==> config.mk <==
export PLATFORM = sky130hd
export DESIGN_NAME = subneg_fetch
export DESIGN_NICKNAME = d
export VERILOG_FILES = /design/src/rtl/subneg_pkg.sv /design/src/rtl/subneg_fetch_inc.sv /design/src/rtl/subneg_fetch.sv
export SDC_FILE = /design/constraint.sdc
export NUM_CORES = 1
export LEC_CHECK = 0
export CORE_UTILIZATION = 40
export CTS_CLUSTER_SIZE = 14
export DETAILED_ROUTE_END_ITERATION = 16
export PLACE_DENSITY = 0.75
export SYNTH_ARGS = -nofsm -noshare
export SYNTH_HDL_FRONTEND = slang
export SYNTH_SLANG_ARGS = --single-unit
==> constraint.sdc <==
create_clock -name clock -period 2.05 [get_ports clock]
set_clock_uncertainty 0.1 [all_clocks]
set_input_delay 0.3075 -clock clock [delete_from_list [all_inputs] [get_ports clock]]
set_output_delay 0.3075 -clock clock [all_outputs]
set_load 0.02 [all_outputs]
==> src/rtl/subneg_pkg.sv <==
// Shared types for the SUBNEG fetch slice: fetch FSM states and the issue bundle.
package subneg_pkg;

    localparam int DEFAULT_WIDTH = 8;

    typedef enum logic [2:0] {
        IDLE,
        REQ_A,
        REQ_B,
        REQ_C,
        ISSUE,
        WAIT_EXEC,
        HALT
    } fetch_state_t;

    // Issue bundle handed to the execute stage; fields are sized by DEFAULT_WIDTH.
    typedef struct packed {
        logic [DEFAULT_WIDTH-1:0] a;
        logic [DEFAULT_WIDTH-1:0] b;
        logic [DEFAULT_WIDTH-1:0] c;
        logic [DEFAULT_WIDTH-1:0] pc;
    } instr_t;

endpackage

==> src/rtl/subneg_fetch_inc.sv <==
// inc: modulo-2^WIDTH incrementer that supplies the sequential next PC.
module inc #(
    parameter int WIDTH = 8
) (
    input  logic [WIDTH-1:0] in,
    output logic [WIDTH-1:0] out
);

    assign out = in + WIDTH'(1);

endmodule

==> src/rtl/subneg_fetch.sv <==
// SUBNEG instruction fetch sequencer: reads A/B/C words, issues them, then follows the
// execute result. Optional PC wrap detection is enabled with `define SUBNEG_PC_WRAP_CHECK_EN.
module subneg_fetch
    import subneg_pkg::*;
#(
    parameter int               WIDTH    = DEFAULT_WIDTH,
    parameter logic [WIDTH-1:0] RESET_PC = '0
) (
    input  logic             clock,
    input  logic             reset_n,
    input  logic             start,
    output logic             mem_req,
    output logic [WIDTH-1:0] mem_addr,
    input  logic             mem_ack,
    input  logic [WIDTH-1:0] mem_rdata,
    output logic             instr_valid,
    input  logic             instr_ready,
    output logic [WIDTH-1:0] op_a,
    output logic [WIDTH-1:0] op_b,
    output logic [WIDTH-1:0] op_c,
    output logic [WIDTH-1:0] instr_pc,
    input  logic             exec_done,
    input  logic             branch_taken,
    output logic             halted,
`ifdef SUBNEG_PC_WRAP_CHECK_EN
    output logic             pc_ovf,
`endif
    output logic [WIDTH-1:0] pc
);

    // The issue bundle type is fixed-width, so the datapath must match it.
    if (WIDTH != DEFAULT_WIDTH) begin : g_width_check
        $error("subneg_fetch: WIDTH must equal DEFAULT_WIDTH");
    end

    fetch_state_t     state, state_nxt;
    logic [WIDTH-1:0] pc_inc, pc_nxt;
    instr_t           bundle, bundle_nxt;
    logic             word_fire;
    logic             wrap_fire;

    inc #(.WIDTH(WIDTH)) u_inc (
        .in  (pc),
        .out (pc_inc)
    );

    assign mem_req     = (state == REQ_A) || (state == REQ_B) || (state == REQ_C);
    assign mem_addr    = pc;
    assign instr_valid = (state == ISSUE);
    assign halted      = (state == HALT);
    assign op_a        = bundle.a;
    assign op_b        = bundle.b;
    assign op_c        = bundle.c;
    assign instr_pc    = bundle.pc;

    assign word_fire = mem_req && mem_ack;
    assign wrap_fire = word_fire && (&pc);

    always_comb begin
        // NOTE: every signal driven here gets a default first, so no path can infer a latch.
        state_nxt  = state;
        pc_nxt     = pc;
        bundle_nxt = bundle;

        unique case (state)
            IDLE: begin
                if (start) state_nxt = REQ_A;
            end
            REQ_A: begin
                if (mem_ack) begin
                    bundle_nxt.a  = mem_rdata;
                    bundle_nxt.pc = pc;
                    pc_nxt        = pc_inc;
                    state_nxt     = REQ_B;
                end
            end
            REQ_B: begin
                if (mem_ack) begin
                    bundle_nxt.b = mem_rdata;
                    pc_nxt       = pc_inc;
                    state_nxt    = REQ_C;
                end
            end
            REQ_C: begin
                if (mem_ack) begin
                    bundle_nxt.c = mem_rdata;
                    pc_nxt       = pc_inc;
                    state_nxt    = ISSUE;
                end
            end
            ISSUE: begin
                if (instr_ready) state_nxt = WAIT_EXEC;
            end
            WAIT_EXEC: begin
                if (exec_done) begin
                    if (!branch_taken) begin
                        state_nxt = REQ_A;
                    end else if (!bundle.c[WIDTH-1]) begin
                        pc_nxt    = bundle.c;
                        state_nxt = REQ_A;
                    end else begin
                        state_nxt = HALT;
                    end
                end
            end
            HALT: state_nxt = HALT;
            default: state_nxt = IDLE;
        endcase

`ifdef SUBNEG_PC_WRAP_CHECK_EN
        // A sequential step off the top of the address space is fatal; branch loads never wrap.
        if (wrap_fire) state_nxt = HALT;
`endif
    end

    // NOTE: sequential state uses non-blocking assignments so all registers update together.
    always_ff @(posedge clock or negedge reset_n) begin
        if (!reset_n) begin
            state  <= IDLE;
            pc     <= RESET_PC;
            bundle <= '0;
        end else begin
            state  <= state_nxt;
            pc     <= pc_nxt;
            bundle <= bundle_nxt;
        end
    end

`ifdef SUBNEG_PC_WRAP_CHECK_EN
    always_ff @(posedge clock or negedge reset_n) begin
        if (!reset_n) begin
            pc_ovf <= 1'b0;
        end else if (wrap_fire) begin
            pc_ovf <= 1'b1;
        end
    end
`else
    logic unused_wrap;
    assign unused_wrap = wrap_fire;
`endif

endmodule

Yosys cells after proc, flatten, opt, wreduce, memory -nomap -nowiden
Cells that the tools add are included.
{ "totals": {"mem_bits_rw": 0, "in_bits": 15, "latch_bits": 0, "rom_bits": 0, "elab_cells": 46, "memories": 0, "output_inout_bits": 51, "register_bits": 43} }
{ "op_classes": {"div": 0, "bitwise": 0, "order_cmp": 0, "mul": 0, "reduce_logical": 10, "shifts": 0, "addsub": 1, "n_eq_ne": 15, "muxes": 14} }
{ "op_table": {"columns": ["cell", "count"], "rows": [
  ["8-bit 2-to-1 mux", 4],
  ["3-bit 2-to-1 mux", 8],
  ["3-bit one-hot mux with 7 select lines", 1],
  ["8-bit one-hot mux with 2 select lines", 1],
  ["2-bit inequality test, second input constant", 7],
  ["3-bit == test, second input constant", 3],
  ["8-bit by 1-bit adder with 8-bit output, second input constant", 1],
  ["3-bit by 2-bit == test with 1-bit output, second input constant", 2],
  ["2-bit AND reduction", 3],
  ["6-bit AND reduction", 1],
  ["5-bit AND reduction", 1],
  ["2-bit by 1-bit inequality test with 1-bit output, second input constant", 2],
  ["3-bit by 1-bit == test with 1-bit output, second input constant", 1],
  ["3-bit logical NOT", 1],
  ["3-bit OR reduction", 1],
  ["1-bit logical OR", 2],
  ["2-bit nonzero test", 1]
]} }

Longest topological paths before layout
Gate-level depths: netlist of the first run.
{ "logic_depth": {"depth_word": 4, "depth_mapped": 6} }

Cells and area by module
Synthesis of the first run repeated with hierarchy kept, for this count alone.
{ "hier_totals": {"hier_cells": 152, "area_unflattened_um2": 2100.8} }
{ "modules_own_cells": {"columns": ["module", "cells_per_inst", "area_each_um2", "seq_area_each_um2", "n_inst"], "rows": [
  ["subneg_fetch", 136, 1984.4, 1076.0, 1],
  ["inc", 16, 116.4, 0.0, 1]
]} }

Worst setup path after synthesis of the first run
No wires, ideal clock.
{ "synth_timing": {"path_type": "reg-to-reg", "startpoint": "register state[2]", "endpoint": "register bundle (netlist bit instr_pc[0])", "setup_slack_ps": 482, "path_buffers": 1, "setup_time_ps": 128, "path_stages_with_launch": 6, "arrival_time_ps": 1341, "path_cell_list": "dfrtp_1 -> and2b_1 -> nand2_1 -> nor2_4 -> buf_4 -> mux2_1"} }
{ "synth_via": {"elab_chain_cells": 2} }
{ "synth_lines": {"columns": ["element", "line", "rtl"], "rows": [
  ["from (decl)", "subneg_fetch.sv:36", "fetch_state_t state, state_nxt;"],
  ["from (signal assigned)", "subneg_fetch.sv:123", "state <= state_nxt;"],
  ["3-bit by 1-bit == test with 1-bit output", "subneg_fetch.sv:65", "unique case (state)"],
  ["2-bit AND reduction (no line)", null, null],
  ["to (signal assigned)", "subneg_fetch.sv:125", "bundle <= bundle_nxt;"],
  ["to (decl)", "subneg_fetch.sv:38", "instr_t bundle, bundle_nxt;"]
]} }
No other way between the ends.
A chain may end at the register's enable or synchronous reset.

Worst setup path after layout of the first run
{ "layout_timing": {"startpoint": "register state[0]", "endpoint": "output mem_req"} }
{ "layout_via": {"elab_chain_cells": 3, "elab_cells_between_ends": 5} }
{ "layout_lines": {"columns": ["element", "line", "rtl"], "rows": [
  ["3-bit by 1-bit == test with 1-bit output or 3-bit by 2-bit == test with 1-bit output (tied branches)", "subneg_fetch.sv:47", "assign mem_req = (state == REQ_A) || (state == REQ_B) || (state == REQ_C);"],
  ["1-bit logical OR", "subneg_fetch.sv:47", null],
  ["1-bit logical OR *", "subneg_fetch.sv:47", null],
  ["to (decl)", "subneg_fetch.sv:12", "output logic mem_req,"]
]} }
Every way passes the cells marked *; elsewhere a longest branch is shown, timed or not.

==> impl_metrics.toml, run 1 <==
[run_status]
status = "finished clean"

[clock_network]
numCtsBuffers = 5
post-cts-setup-buffers = 0
cts_tree = "built"
clk_pin_slew_ps = 80
clkSinkCount = 43
clock_latency_ps = 300
root_buffer = "clkbuf_8"
ctsHtreeMaxLevel = 2
clockBufferDepth = 2

[synth]
synth.area.top_cells = "dfrtp_1, mux2_2, mux2_1, buf_4, a2bb2oi_1"
synthDistinctLibCells = 35
synth_edf_count = 0
syn-num-nets = 181
yosys_warnings = 0
synth_top_area_share_pct = 53.7
synth_seq_cells = 43
synthArstFlopShare_pct = 100
syn_area_um2 = 2000
avgSynthCellArea_um2 = 12.1
ys.flop_type = "dfrtp_1"
synth_seq_area_share_pct = 53.7
synth_cells = 165
post-synth-top-area-cell = "dfrtp_1"

[placement]
dpl.cell_count = 289
placed_area_um2 = 2730
port-buffer-count = 65
dpl.hpwl_um = 3040
globalplace.congestion = 0.886

[timing]
relSlewSlack_pct = 52.0
min_period_ps = 1910
holdWs_ps = 388
fin_crit_sh_pct = 93.0
max_freq_mhz = 524
setup_violations = 0
rsz0062_at_grt = "no"
finalMaxSlewViolations = 0
worst_pin_slew_ps = 716
hold_viol = 0
tns_ps = 0

[routing]
wl_met2_um = 1840
drt_iter0_drc = 70
drcViolationCount = 0
ant_nets = 0
first_pass_iters = 4
wl_per_cell_um = 14.1
wl_met1_um = 2020
drt-total-wl_um = 4190
met3WireLength_um = 274
vias_per_cell = 5.08
top_layer = "met4"
vias = 1510

[global_route]
grt_usage_pct = 17.8
grt_pass1_wl_um = 6990
grt_start_max_net_pins = 44
grt_pass1_vias = 1455
antenna_found_initial = 0
grt_overflow_total = 0

[floorplanning]
die_area_um2 = 5290
die_h_um = 72.8
num_rows = 25
core_um2 = 4790
initial_utilization_pct = 41.9
chipWidth_um = 72.8
pin_count = 66

[hold_path]
whs_path_depth = 1
min_path_type = "register to register"
min_delay_worst_endpoint = "op_a[7]"
hp-start = "op_a[7]"

[layout]
final_nets = 246
n_fill_cell = 417
areaGrowthSynthToFinish_pct = 41.0
fin_cells = 297
postLayoutCellArea_um2 = 2830
antenna_cells = 0
drive_above_1_share_pct = 17.4

[worst_setup_path]
critPathRequiredTime_ps = 1640
critPathLaunchType = "register"
cp_max_fo = 6
arrival_ps = 1500
rr_endpoint = "mem_addr[0]"
end_kind = "output pin"
r2r_slack_ps = 210
path_class = "register to output pin"
r2r_start = "state[1]"
rr_worst_depth = 5

[pwr]
p_comb_share_pct = 55.8
seqPwrFrac_pct = 33.2
switching_share_pct = 40.1
p_per_area_nw_per_um2 = 1740
leakage_uw = 0.00119
p_clk_share_pct = 11.0
intPower_uw = 2940
power.net_switching_uw = 1970
ir_drop_v = 0.000765

[run]
maxCapViolCount = 0
==> cells by family (layout without fill, tap and decap cells) <==
kind of cell | Yosys count | after routing | share of synthesized area, %
compound gates | 28 | 28 | 10.1
buf+inv | 18 | 83 | 5.81
simple gates | 40 | 40 | 10.3
fa+ha+maj | 1 | 1 | 0.625
flops | 43 | 43 | 53.7
mux | 35 | 35 | 19.5
==> registers in the layout (all words and copies together) (netlist names) <==
signal,flops
instr_pc,8
op_c,8
state,3
mem_addr,8
op_a,8
op_b,8
==> power groups by stage <==
stage,sequential (uW),clock (uW),combinational [uW]
after global routing,1700,581,2930
after detailed placement,1650,0,2740
after global placement,1630,0,2700
after floorplan,2040,0,1160
final,1630,539,2740
after CTS,1640,555,2750
==> how the worst max path moves through the flow <==
stage	to	from	cells past startpoint
after global placement	mem_addr[0]	branch_taken	5
after floorplan	instr_pc[0]	state[2]	5
final	mem_req	state[0]	3
after detailed placement	mem_addr[0]	branch_taken	5
after CTS	instr_valid	state[1]	2
after global routing	mem_req	state[0]	3
==> metrics by stage <==
stage	utilization (%)	total power, uW	setup WS, ps
after floorplan	-	3190	482
after global placement	56.9	4340	99.8
after detailed placement	56.9	4390	28.7
after CTS	59.0	4950	11.5
after global routing	59.0	5210	49.1
final	59.0	4910	143
==> layout by cell type (no fill, tap or decap), types with 2 or more instances in the layout <==
cell / instances
clkdlybuf4s50_1: 62
dfrtp_1: 42
mux2_2: 18
mux2_1: 14
nor2_1: 8
nand2_1: 8
o21ai_0: 8
nor3_1: 7
clkbuf_8: 6
buf_4: 6
a31oi_1: 5
nand3_1: 5
a2bb2oi_1: 5
o22ai_1: 3
mux2i_1: 3
buf_12: 3
and2_1: 2
and3_1: 2
==> Yosys cell counts (all sizes together) (2+ instances only) <==
| master | instances |
|---|---|
| o21ai | 9 |
| o31ai | 2 |
| mux2i | 3 |
| buf | 16 |
| and2 | 2 |
| nor2 | 9 |
| nor3 | 7 |
| mux2 | 32 |
| a31oi | 5 |
| o22ai | 3 |
| nand3 | 5 |
| dfrtp | 43 |
| nand2 | 8 |
| and3 | 2 |
| a2bb2oi | 5 |
==> layout make-up <==
type	count	area (um2)	share of cell area, %
clock inverter	1	5.00	0.177
clock buffer	6	82.6	2.92
timing repair buffer	75	762	27.0
tap	67	83.8	2.97
multi-input combinational	104	811	28.7
inverter	1	3.75	0.133
sequential	43	1080	38.1
==> worst max-delay path: stages (launching register included) <==
cell             delay, ps
dfrtp_1                450
nor2_1                  60
nor2_1                  80
clkdlybuf4s50_1        600
==> timing repair <==
item	4_1_cts	5_1_grt
hold buffers	1	0
pin swaps	0	0
endpoints found under the setup margin	2	1
endpoints found under the hold margin	43	0
resized for setup	2	1
==> routing by layer <==
layer  global-route usage (%)  up-vias
li1                         -      723
met1                     24.3      724
met2                     25.4       55
met3                     7.04        8
met4                     7.19        0
met5                        0        -
Power figures use the tool's default switching activity.
==> run 2, diff against run 1 <==
Settings changed: CORE_UTILIZATION 40 to 45, PLACE_DENSITY 0.75 to 0.83.
Clock period 2.05 ns to 2.3 ns, I/O delays scaled along.
==> run 2 against run 1 <==
Compared with the run above: critical endpoint is now instr_valid; critical path depth unchanged; flip-flop and latch count unchanged; hold slack worse by 88 ps; power down 12%; core utilization up 7.2 points; cell area down 2.9%.
==> impl_metrics.toml, run 2 (same netlist as run 1, synthesis figures left out) <==
[worst_setup_path]
rr_endpoint = "mem_addr[0]"
r2r_slack_ps = 390
critPathLaunchType = "register"
cp_max_fo = 8
crit_path_start = "state[0]"
path_class = "register to output pin"
rr_worst_depth = 4
r2r_start = "state[1]"
end_kind = "output pin"
arrival_ps = 1720
critPathRequiredTime_ps = 1860

[global_route]
grt_usage_pct = 20.1
grt_start_max_net_pins = 38
grt_pass1_vias = 1454
grt_pass1_wl_um = 6980
grt_overflow_total = 0
antenna_found_initial = 0

[pwr]
leakage_uw = 0.00114
p_per_area_nw_per_um2 = 1570
seqPwrFrac_pct = 33.5
p_total_uw = 4300
switching_share_pct = 40.7
p_clk_share_pct = 10.7
intPower_uw = 2550
power.net_switching_uw = 1750
p_comb_share_pct = 55.8
ir_drop_v = 0.000835

[clock_network]
post-cts-setup-buffers = 0
cts_hold_buf = 1
clkSinkCount = 43
clock_latency_ps = 290
root_buffer = "clkbuf_8"
cts_tree = "built"
numCtsBuffers = 5
cts_resized = 0
clk_pin_slew_ps = 80
clockBufferDepth = 2
ctsHtreeMaxLevel = 2

[layout]
drive_above_1_share_pct = 16.2
areaGrowthSynthToFinish_pct = 36.9
final_util_pct = 66.2
final_nets = 243
final_common_cell = "clkdlybuf4s50_1"
final_cell_mix = "clkdlybuf4s50_1, dfrtp_1, mux2_2"
postLayoutCellArea_um2 = 2740
n_fill_cell = 345
antenna_cells = 0
fin_cells = 278

[floorplanning]
die_h_um = 68.7
core_um2 = 4140
num_rows = 23
pin_count = 66
chipWidth_um = 68.7
die_area_um2 = 4720
initial_utilization_pct = 48.3

[routing]
drt_iter0_drc = 34
first_pass_iters = 4
drcViolationCount = 0
vias = 1522
drt-total-wl_um = 4110
ant_nets = 0
wl_per_cell_um = 14.8
vias_per_cell = 5.47

[timing]
tns_ps = 0
worst_pin_slew_ps = 767
hold_viol = 0
max_freq_mhz = 461
rsz0062_at_grt = "no"
min_period_ps = 2170
finalMaxSlewViolations = 0
fin_crit_sh_pct = 94.3
setup_violations = 0
relSlewSlack_pct = 48.5

[run]
maxCapViolCount = 0

[hold_path]
min_path_type = "primary input to async pin"

[placement]
port-buffer-count = 65
globalplace.congestion = 0.850
placed_area_um2 = 2640
dpl.hpwl_um = 3120
dpl.cell_count = 269

[run_status]
status = "finished clean"
run 2: power by group through the flow:
stage	clock [uW]	sequential, uW	combinational (uW)
final	459	1440	2400
after global routing	508	1510	2580
after detailed placement	0	1460	2410
after global placement	0	1450	2360
after floorplan	0	1810	1030
after CTS	476	1450	2420
run 2: layout make-up:
type	instances	area (um2)	share of cell area [%]
Sequential cell	43	1080	39.2
Multi-Input combinational cell	104	811	29.6
Timing Repair Buffer	72	701	25.5
Clock buffer	5	68.8	2.51
Tap cell	50	62.6	2.28
Clock inverter	3	20.0	0.730
Inverter	1	3.75	0.137
run 2: how the worst max path moves through the flow:
stage                        endpoint  slack (ps)  depth (start not counted)
after floorplan           instr_pc[0]         730                          5
after global placement        op_b[4]         220                          4
after detailed placement      op_a[6]         170                          6
after CTS                 instr_valid         110                          3
after global routing      instr_valid          50                          3
final                     instr_valid         130                          3
run 2: critical path, cell delays in order, from the launching register on:
cell             delay, ps
dfrtp_1                450
buf_4                  190
nor3_1                 170
clkdlybuf4s50_1        620
run 2: stage by stage:
stage               hold WS, ps  setup slack (ps)
floorplan                 -50.6               732
global placement           80.1               217
detailed placement         81.5               169
CTS                         297               107
global route                309              51.8
finish                      301               130
run 2: metal layers:
metal | part of all wire, % | track usage (%)
met1 | 45 | 27.9
met2 | 47 | 31.5
met3 | 7.8 | 4.93
met4 | 0.46 | 5.36
met5 | 0 | 0
==> run 3, diff against run 2 <==
Settings changed: TNS_END_PERCENT set to 100.
==> results of run 3 <==
Same layout as run 2: the final DEF is identical, and so are final timing and power.
